==> src/rtl/pipe_pkg.sv <==
`default_nettype none
// ============================================================================
// pipe_pkg: shared state encoding and per-stage payload widths for the
// pipelined CPU inter-stage registers (IF/ID, ID/EX, EX/MEM, MEM/WB).
// Revision: 1.0 - initial release
// ============================================================================
package pipe_pkg;

  typedef enum logic [1:0] {
    ST_EMPTY = 2'd0,
    ST_ONE   = 2'd1,
    ST_FULL  = 2'd2
  } state_t;

  localparam logic [31:0] PIPE_PC_RESET = 32'h8000_0000;

  localparam int IFID_CTRL_W  = 8;
  localparam int IFID_DATA_W  = 32;
  localparam int IDEX_CTRL_W  = 24;
  localparam int IDEX_DATA_W  = 128;
  localparam int EXMEM_CTRL_W = 16;
  localparam int EXMEM_DATA_W = 72;
  localparam int MEMWB_CTRL_W = 8;
  localparam int MEMWB_DATA_W = 69;

endpackage : pipe_pkg
`default_nettype wire

==> src/rtl/pipe_stage_entry.sv <==
`default_nettype none
// ============================================================================
// pipe_stage_entry: clearable {pc, ctrl, data} payload register with load.
// Revision: 1.0 - initial release
// ============================================================================
module pipe_stage_entry #(
  parameter int              PC_W     = 32,
  parameter int              CTRL_W   = 24,
  parameter int              DATA_W   = 128,
  parameter logic [PC_W-1:0] RESET_PC = '0
) (
  input  logic              clk,
  input  logic              reset,
  input  logic              load,
  input  logic              clear,
  input  logic [PC_W-1:0]   d_pc,
  input  logic [CTRL_W-1:0] d_ctrl,
  input  logic [DATA_W-1:0] d_data,
  output logic [PC_W-1:0]   q_pc,
  output logic [CTRL_W-1:0] q_ctrl,
  output logic [DATA_W-1:0] q_data
);

  // clear wins over load so a flush always leaves a clean bubble
  always_ff @(posedge clk or negedge reset) begin
    if (!reset) begin
      q_pc   <= RESET_PC;
      q_ctrl <= '0;
      q_data <= '0;
    end else if (clear) begin
      q_pc   <= '0;
      q_ctrl <= '0;
      q_data <= '0;
    end else if (load) begin
      q_pc   <= d_pc;
      q_ctrl <= d_ctrl;
      q_data <= d_data;
    end
  end

endmodule : pipe_stage_entry
`default_nettype wire

==> src/rtl/pipe_stage_reg.sv <==
`default_nettype none
// ============================================================================
// pipe_stage_reg: generic inter-stage register with valid/ready handshake and
// a 2-entry skid buffer. Optional perf counters under PIPE_STAGE_PERF_EN.
// Revision: 1.0 - initial release
// ============================================================================
module pipe_stage_reg
  import pipe_pkg::*;
#(
  parameter int              PC_W     = 32,
  parameter int              CTRL_W   = IDEX_CTRL_W,
  parameter int              DATA_W   = IDEX_DATA_W,
  parameter logic [PC_W-1:0] PC_RESET = PC_W'(PIPE_PC_RESET)
`ifdef PIPE_STAGE_PERF_EN
  ,
  parameter int              CNT_W    = 16
`endif
) (
  input  logic              clk,
  input  logic              reset,
  input  logic              flush,
  input  logic              in_valid,
  output logic              in_ready,
  input  logic [PC_W-1:0]   in_pc,
  input  logic [CTRL_W-1:0] in_ctrl,
  input  logic [DATA_W-1:0] in_data,
  output logic              out_valid,
  input  logic              out_ready,
  output logic [PC_W-1:0]   out_pc,
  output logic [CTRL_W-1:0] out_ctrl,
  output logic [DATA_W-1:0] out_data
`ifdef PIPE_STAGE_PERF_EN
  ,
  output logic [CNT_W-1:0]  stall_cnt,
  output logic [CNT_W-1:0]  bubble_cnt
`endif
);

  state_t state, state_nxt;

  logic              in_fire, out_fire;
  logic              main_load, main_from_skid, skid_load;
  logic [PC_W-1:0]   main_pc,   skid_pc,   main_d_pc;
  logic [CTRL_W-1:0] main_ctrl, skid_ctrl, main_d_ctrl;
  logic [DATA_W-1:0] main_data, skid_data, main_d_data;

  assign out_valid = (state != ST_EMPTY);
  assign in_fire   = in_valid & in_ready;
  assign out_fire  = out_valid & out_ready;

  always_comb begin
    state_nxt      = state;
    main_load      = 1'b0;
    main_from_skid = 1'b0;
    skid_load      = 1'b0;
    if (flush) begin
      state_nxt = ST_EMPTY;
    end else begin
      case (state)
        ST_EMPTY: begin
          if (in_fire) begin
            main_load = 1'b1;
            state_nxt = ST_ONE;
          end
        end
        ST_ONE: begin
          if (in_fire && out_fire) begin
            main_load = 1'b1;
          end else if (in_fire) begin
            skid_load = 1'b1;
            state_nxt = ST_FULL;
          end else if (out_fire) begin
            state_nxt = ST_EMPTY;
          end
        end
        ST_FULL: begin
          if (out_fire) begin
            main_load      = 1'b1;
            main_from_skid = 1'b1;
            state_nxt      = ST_ONE;
          end
        end
        default: state_nxt = ST_EMPTY;
      endcase
    end
  end

  // in_ready is precomputed from the next state so back-pressure is a flop
  always_ff @(posedge clk or negedge reset) begin
    if (!reset) begin
      state    <= ST_EMPTY;
      in_ready <= 1'b1;
    end else begin
      state    <= state_nxt;
      in_ready <= (state_nxt != ST_FULL);
    end
  end

  assign main_d_pc   = main_from_skid ? skid_pc   : in_pc;
  assign main_d_ctrl = main_from_skid ? skid_ctrl : in_ctrl;
  assign main_d_data = main_from_skid ? skid_data : in_data;

  pipe_stage_entry #(
    .PC_W     (PC_W),
    .CTRL_W   (CTRL_W),
    .DATA_W   (DATA_W),
    .RESET_PC (PC_RESET)
  ) u_main (
    .clk    (clk),
    .reset  (reset),
    .load   (main_load),
    .clear  (flush),
    .d_pc   (main_d_pc),
    .d_ctrl (main_d_ctrl),
    .d_data (main_d_data),
    .q_pc   (main_pc),
    .q_ctrl (main_ctrl),
    .q_data (main_data)
  );

  pipe_stage_entry #(
    .PC_W     (PC_W),
    .CTRL_W   (CTRL_W),
    .DATA_W   (DATA_W),
    .RESET_PC ('0)
  ) u_skid (
    .clk    (clk),
    .reset  (reset),
    .load   (skid_load),
    .clear  (flush),
    .d_pc   (in_pc),
    .d_ctrl (in_ctrl),
    .d_data (in_data),
    .q_pc   (skid_pc),
    .q_ctrl (skid_ctrl),
    .q_data (skid_data)
  );

  assign out_pc   = main_pc;
  assign out_data = main_data;
  assign out_ctrl = out_valid ? main_ctrl : '0;

`ifdef PIPE_STAGE_PERF_EN
  always_ff @(posedge clk or negedge reset) begin
    if (!reset) begin
      stall_cnt  <= '0;
      bubble_cnt <= '0;
    end else begin
      if (out_valid && !out_ready && (stall_cnt != '1))
        stall_cnt <= stall_cnt + CNT_W'(1);
      if (!out_valid && (bubble_cnt != '1))
        bubble_cnt <= bubble_cnt + CNT_W'(1);
    end
  end
`endif

endmodule : pipe_stage_reg
`default_nettype wire

==> config.mk <==
export PLATFORM = sky130hd
export DESIGN_NAME = pipe_stage_reg
export DESIGN_NICKNAME = d
export VERILOG_FILES = /design/src/rtl/pipe_pkg.sv /design/src/rtl/pipe_stage_entry.sv /design/src/rtl/pipe_stage_reg.sv
export SDC_FILE = /design/constraint.sdc
export NUM_CORES = 1
export LEC_CHECK = 0
export ABC_AREA = 1
export BUFFER_PORTS_ARGS = -buffer_cell sky130_fd_sc_hd__buf_4
export CORE_MARGIN = 1.5
export CORE_UTILIZATION = 36
export DETAILED_ROUTE_END_ITERATION = 12
export PLACE_DENSITY = 0.52
export SYNTH_ARGS = -nofsm -noshare
export SYNTH_HDL_FRONTEND = slang
export SYNTH_HIERARCHICAL = 1
export SYNTH_SLANG_ARGS = --single-unit
==> constraint.sdc <==
create_clock -name clk -period 1.65 [get_ports clk]
set_input_delay 0.33 -clock clk [delete_from_list [all_inputs] [get_ports clk]]
set_output_delay 0.33 -clock clk [all_outputs]
set_load 0.01 [all_outputs]
# Yosys cells after proc, flatten, opt, wreduce, memory -nomap -nowiden

Index checks and enable logic that the tools add are counted.

Register bits after elaboration: 371
Output and inout port bits: 186

Eq/ne operators: 3
Mux-type cells: 33
Bitwise logic cells: 2
Reduce and logical (&&, ||, !) cells: 5

Operators by type and width:

| kind                                           | number |
|---|---|
| 2-to-1 mux 128 bit                             | 5 |
| 2-to-1 mux 32 bit                              | 5 |
| 2-to-1 mux 24 bit                              | 6 |
| 2-to-1 mux 2 bit                               | 6 |
| 2-to-1 mux 1 bit                               | 9 |
| one-hot mux 2 bit (3 select lines)             | 1 |
| nonzero test 2 bit                             | 3 |
| one-hot mux 1 bit (3 select lines)             | 1 |
| AND 1 bit                                      | 2 |
| == test 2 x 1 -> 1 bit (second input constant) | 1 |
| == test 2 bit (second input constant)          | 1 |
| logical NOT 2 bit                              | 1 |
| != test 2 bit (second input constant)          | 1 |
| logical AND 1 bit                              | 1 |

# Longest topological paths before layout

Depth after elaboration: 8
Depth in mapped cells: 10
Gate-level depth less buffers: 7

# By module

The synthesis kept the hierarchy.

Modules (own cells, without submodules):

| module                    | instances | cells an instance | area each (um^2) | seq. area each (um^2) |
|---|---|---|---|---|
| pipe_stage_entry (u_main) | 1         | 799               | 7257.0           | 4605.7 |
| pipe_stage_entry (u_skid) | 1         | 799               | 7255.7           | 4604.4 |
| pipe_stage_reg            | 1         | 668               | 3548.4           | 76.3 |

# Worst setup path after synthesis

OpenSTA, ideal clock, no wires.

Kind: reg2reg
Start: register in_ready
End: register u_main.q_data[10]
Library setup time: 0.066 ns
Data arrival time: 1.498 ns
Data required time: 1.584 ns
Path slack: 0.086 ns
Cell stages (with the launch flop): 10
Buffers on the path: 3
Path through: dfstp_2 -> nand2_1 -> nand2_1 -> nand2_1 -> a21oi_1 -> buf_2 -> buf_2 -> buf_2 -> nand3_1 -> nand2_1

Word-level cells in the longest chain between the ends: 6

Ends and longest elaborated chain:

| what                                 | line                   | RTL |
|---|---|---|
| start: declaration                   | pipe_stage_reg.sv:23   | `output logic in_ready,` |
| start signal: assignment             | pipe_stage_reg.sv:95   | `in_ready <= (state_nxt != ST_FULL);` |
| AND 1 bit *                          | pipe_stage_reg.sv:48   | `assign in_fire = in_valid & in_ready;` |
| logical AND 1 bit                    | pipe_stage_reg.sv:67   | `if (in_fire && out_fire) begin` |
| 2-to-1 mux 1 bit                     | pipe_stage_reg.sv:67   |  |
| one-hot mux 1 bit (3 select lines) * | pipe_stage_reg.sv:59   | `case (state)` |
| 2-to-1 mux 1 bit *                   | pipe_stage_reg.sv:56   | `if (flush) begin` |
| net main_load                        | pipe_stage_reg.sv:42   | `logic main_load, main_from_skid, skid_load;` |
| nonzero test 2 bit (no line) *       | -                      |  |
| end signal: assignment               | pipe_stage_entry.sv:37 | `q_data <= d_data;` |
| end: declaration                     | pipe_stage_entry.sv:21 | `output logic [DATA_W-1:0] q_data` |

Mark *: on every way through the listed nets, which the timed path passes. The rest lies on a longest branch.
A chain may end at the register's enable or synchronous reset.

# Worst setup path after layout

Start: register state[0]
End: output out_ctrl[2]

Word-level cells in the longest chain between the ends: 2

Ends and longest elaborated chain:

| what                     | line                  | RTL |
|---|---|---|
| start: declaration       | pipe_stage_reg.sv:39  | `state_t state, state_nxt;` |
| start signal: assignment | pipe_stage_reg.sv:94  | `state <= state_nxt;` |
| nonzero test 2 bit       | pipe_stage_reg.sv:47  | `assign out_valid = (state != ST_EMPTY);` |
| 2-to-1 mux 24 bit        | pipe_stage_reg.sv:141 | `assign out_ctrl = out_valid ? main_ctrl : '0;` |
| end: declaration         | pipe_stage_reg.sv:30  | `output logic [CTRL_W-1:0] out_ctrl,` |

No other way between the ends.

==> flow_summary.json <==
{
  "rsz0062_at_grt": "true",
  "period_share_pct": 113.7,
  "path_cells": "inv_2 > nand2_4 > inv_8 > buf_12 > nor2_2 > buf_4",
  "avgRoutedWirePerCell_um": 18.47,
  "synth_area_per_cell_um2": 7.970,
  "grt_max_degree": 58,
  "grt_busiest_layer": "met2",
  "grt_pass1_vias": 16539,
  "cts_buffers": 44,
  "netlist_instances": 2266,
  "initial_core_util_pct": 36.67,
  "ys_types": 18,
  "core_area_um2": 49250,
  "worstPathArrival_ns": 1.55,
  "critPathBufInv": 4,
  "violations": "setup timing",
  "crit_path_start_kind": "flop",
  "cts_buffer_depth": 3,
  "synth_nets": 2455,
  "timing.hold.ws_ns": 0.02871,
  "crit_path_end_kind": "primary output",
  "critPathMaxStageDelay_ns": 0.39,
  "grtUsageTotal_pct": 24.37,
  "die_y_um": 227.0,
  "maxCapViolations": 0,
  "cts-root-buf": "clkbuf_16",
  "design_area_um2": 27130,
  "dieArea_um2": 51520,
  "fin_skew_ns": 0.01544,
  "drtIter0Drc": 1309,
  "dieWidth_um": 227.0,
  "antenna_found_initial": 4,
  "postPlaceCellArea_um2": 21960,
  "num_vias": 17115,
  "ioPinCount": 375,
  "via_per_inst": 4.854,
  "grt_pass1_wl_um": 97210,
  "drt_wl_total_um": 65120,
  "synth_seq_area_share_pct": 51.42,
  "crit_family": "buffers and inverters",
  "post-route-min-period_ns": 1.877,
  "place_hpwl_um": 37510,
  "vdd_ir_drop_max_uv": 714.7,
  "worstHoldPathType": "in2reg",
  "setup_viol": 374,
  "worst_slack_ns": -0.2267,
  "fin_tns_setup_ns": -35.66,
  "clock_sink_count": 371,
  "synth_warnings": 6,
  "power_density_nw_per_um2": 841.5,
  "pre_cts_ws_ns": -0.09617,
  "portBuffers": 374,
  "overflow": 0,
  "status": "finished, violations left",
  "maxSlewHeadroom_pct": 75.91,
  "max_freq_mhz": 532.8,
  "syn2layout_area_growth_pct": 50.21,
  "use_met1_pct": 33.34,
  "worst_pin_slew_ns": 0.3614,
  "final_cells": 3526,
  "drive_above_1_share_pct": 28.92,
  "clk_pin_slew_ns": 0.06,
  "synth-seq-cells": 371,
  "first_pass_iters": 5,
  "h-tree-depth": 2,
  "slew_violations": 0,
  "rows": 81,
  "use_met3_pct": 5.150,
  "gp_congestion": 0.8402,
  "cts_tree": "done",
  "ant_nets": 0,
  "leakage_uw": 0.01423,
  "dp.cells": 3234,
  "cp_slowest_cell": "dfrtp_1",
  "worstSetupPathType": "reg2out",
  "drc_errors": 0,
  "nets": 3018,
  "use_met2_pct": 38.94,
  "cp_max_fo": 7,
  "hold_violations": 0,
  "cp.required_ns": 1.32,
  "clk_latency_ns": 0.57,
  "syn_area_um2": 18060
}
flip-flops by register name (all words and copies together), names as in the netlist:
register and cells:
in_ready 1, state 2, u_main/q_ctrl 24, u_main/q_data 128, u_main/q_pc 32, u_skid/q_ctrl 24
u_skid/q_data 128, u_skid/q_pc 32
layout by cell type, fill, tap and decap left out:
master / netlist / routed
clkbuf_8: 0 / 9
buf_12: 0 / 54
o21ai_2: 120 / 127
inv_2: 3 / 2
inv_1: 212 / 210
dfrtp_1: 369 / 369
nor2_1: 27 / 7
buf_16: 0 / 41
nand3_1: 369 / 367
nand2_4: 0 / 3
dlygate4sd3_1: 0 / 126
nand2_1: 928 / 878
buf_6: 35 / 29
diode_2: 0 / 2
clkinv_2: 0 / 3
nand3_2: 0 / 2
o21ai_0: 34 / 19
a21oi_4: 0 / 1
buf_4: 28 / 398
nor2_4: 3 / 10
clkbuf_1: 14 / 18
o21ai_1: 31 / 38
o21ai_4: 0 / 1
buf_8: 0 / 7
nand3_4: 1 / 1
nor4_4: 0 / 1
nand2_2: 0 / 47
clkbuf_16: 0 / 61
bufbuf_16: 0 / 10
dfstp_2: 2 / 2
nor2_2: 0 / 13
inv_6: 0 / 2
inv_8: 0 / 1
a21oi_1: 2 / 1
bufinv_16: 0 / 2
per-layer routing:
layer  up-vias  wire length, um
met3        96             4310
met2       526            30620
met4         4             1614
met5         -               26
met1      8238            28550
li1       8251                -
power by group:
group | switching, uW | total, uW | internal (uW)
combinational | 1850 | 3560 | 1710
clock | 3930 | 9650 | 5720
sequential | 209 | 9620 | 9410
total | 5980 | 22800 | 16800
stage by stage:
| stage | power, uW | util (%) |
|---|---|---|
| after global placement | 12500 | 44.59 |
| after global routing | 23710 | 55.08 |
| final | 22830 | 55.08 |
| after detailed placement | 12530 | 44.59 |
| after CTS | 22920 | 53.60 |
| after floorplan | 10920 | - |
worst min-delay path: stages:
cell and delay (ns):
buf_4 0.10, nand3_1 0.07, nand2_1 0.06
path summary, 6_finish.rpt:
check / slack [ns] / start / depth (start not counted) / end
max: -0.23 / state[0] / 6 / out_ctrl[2]
min: 0.03 / in_data[118] / 3 / u_skid/q_data[118]
max reg2reg: -0.18 / in_ready / 9 / u_skid/q_data[13]
min reg2reg: 0.47 / u_skid/q_data[42] / 2 / u_skid/q_data[42]
max in group asynchronous: 0.66 / reset / 4 / u_skid/q_data[46]
min in group asynchronous: 0.24 / reset / 2 / u_main/q_data[86]
kinds of logic after synthesis:
logic type,after synthesis,share of synthesized area (%)
buffers and inverters,379,10.52
DFF,371,51.42
and+or+nand+nor,1329,30.39
AOI/OAI and AO/OA,187,7.676
what timing repair did:
item / 4_1_cts / 5_1_grt
endpoints found under the hold margin: 269 / 0
buffers inserted: 19 / 11
hold buffers: 126 / 0
setup endpoints to repair: 355 / 394
gates resized for setup: 140 / 71
pin swaps: 15 / 27
gates cloned: 40 / 20
synth_stat cells, drive strengths merged:
| cell | number | area share (%) |
|---|---|---|
| dfrtp | 369 | 51 |
| nor4 | 1 | 0.035 |
| buf | 150 | 5.8 |
| dfstp | 2 | 0.29 |
| inv | 215 | 4.5 |
| clkbuf | 14 | 0.29 |
| o21ai | 185 | 7.6 |
| nand3 | 370 | 10 |
| nor2 | 30 | 0.75 |
| nand2 | 928 | 19 |
| a21oi | 2 | 0.055 |
area by class of cell:
cell class	instances	area, um2
antenna	2	5.005
clock buffer	72	1318
clock inverter	5	75.07
fill	4620	22130
inverter	215	824.5
multi-input combinational	1516	7174
sequential	371	9286
tap	664	830.8
timing repair buffer	681	7616
Power figures use the tool's default switching activity.
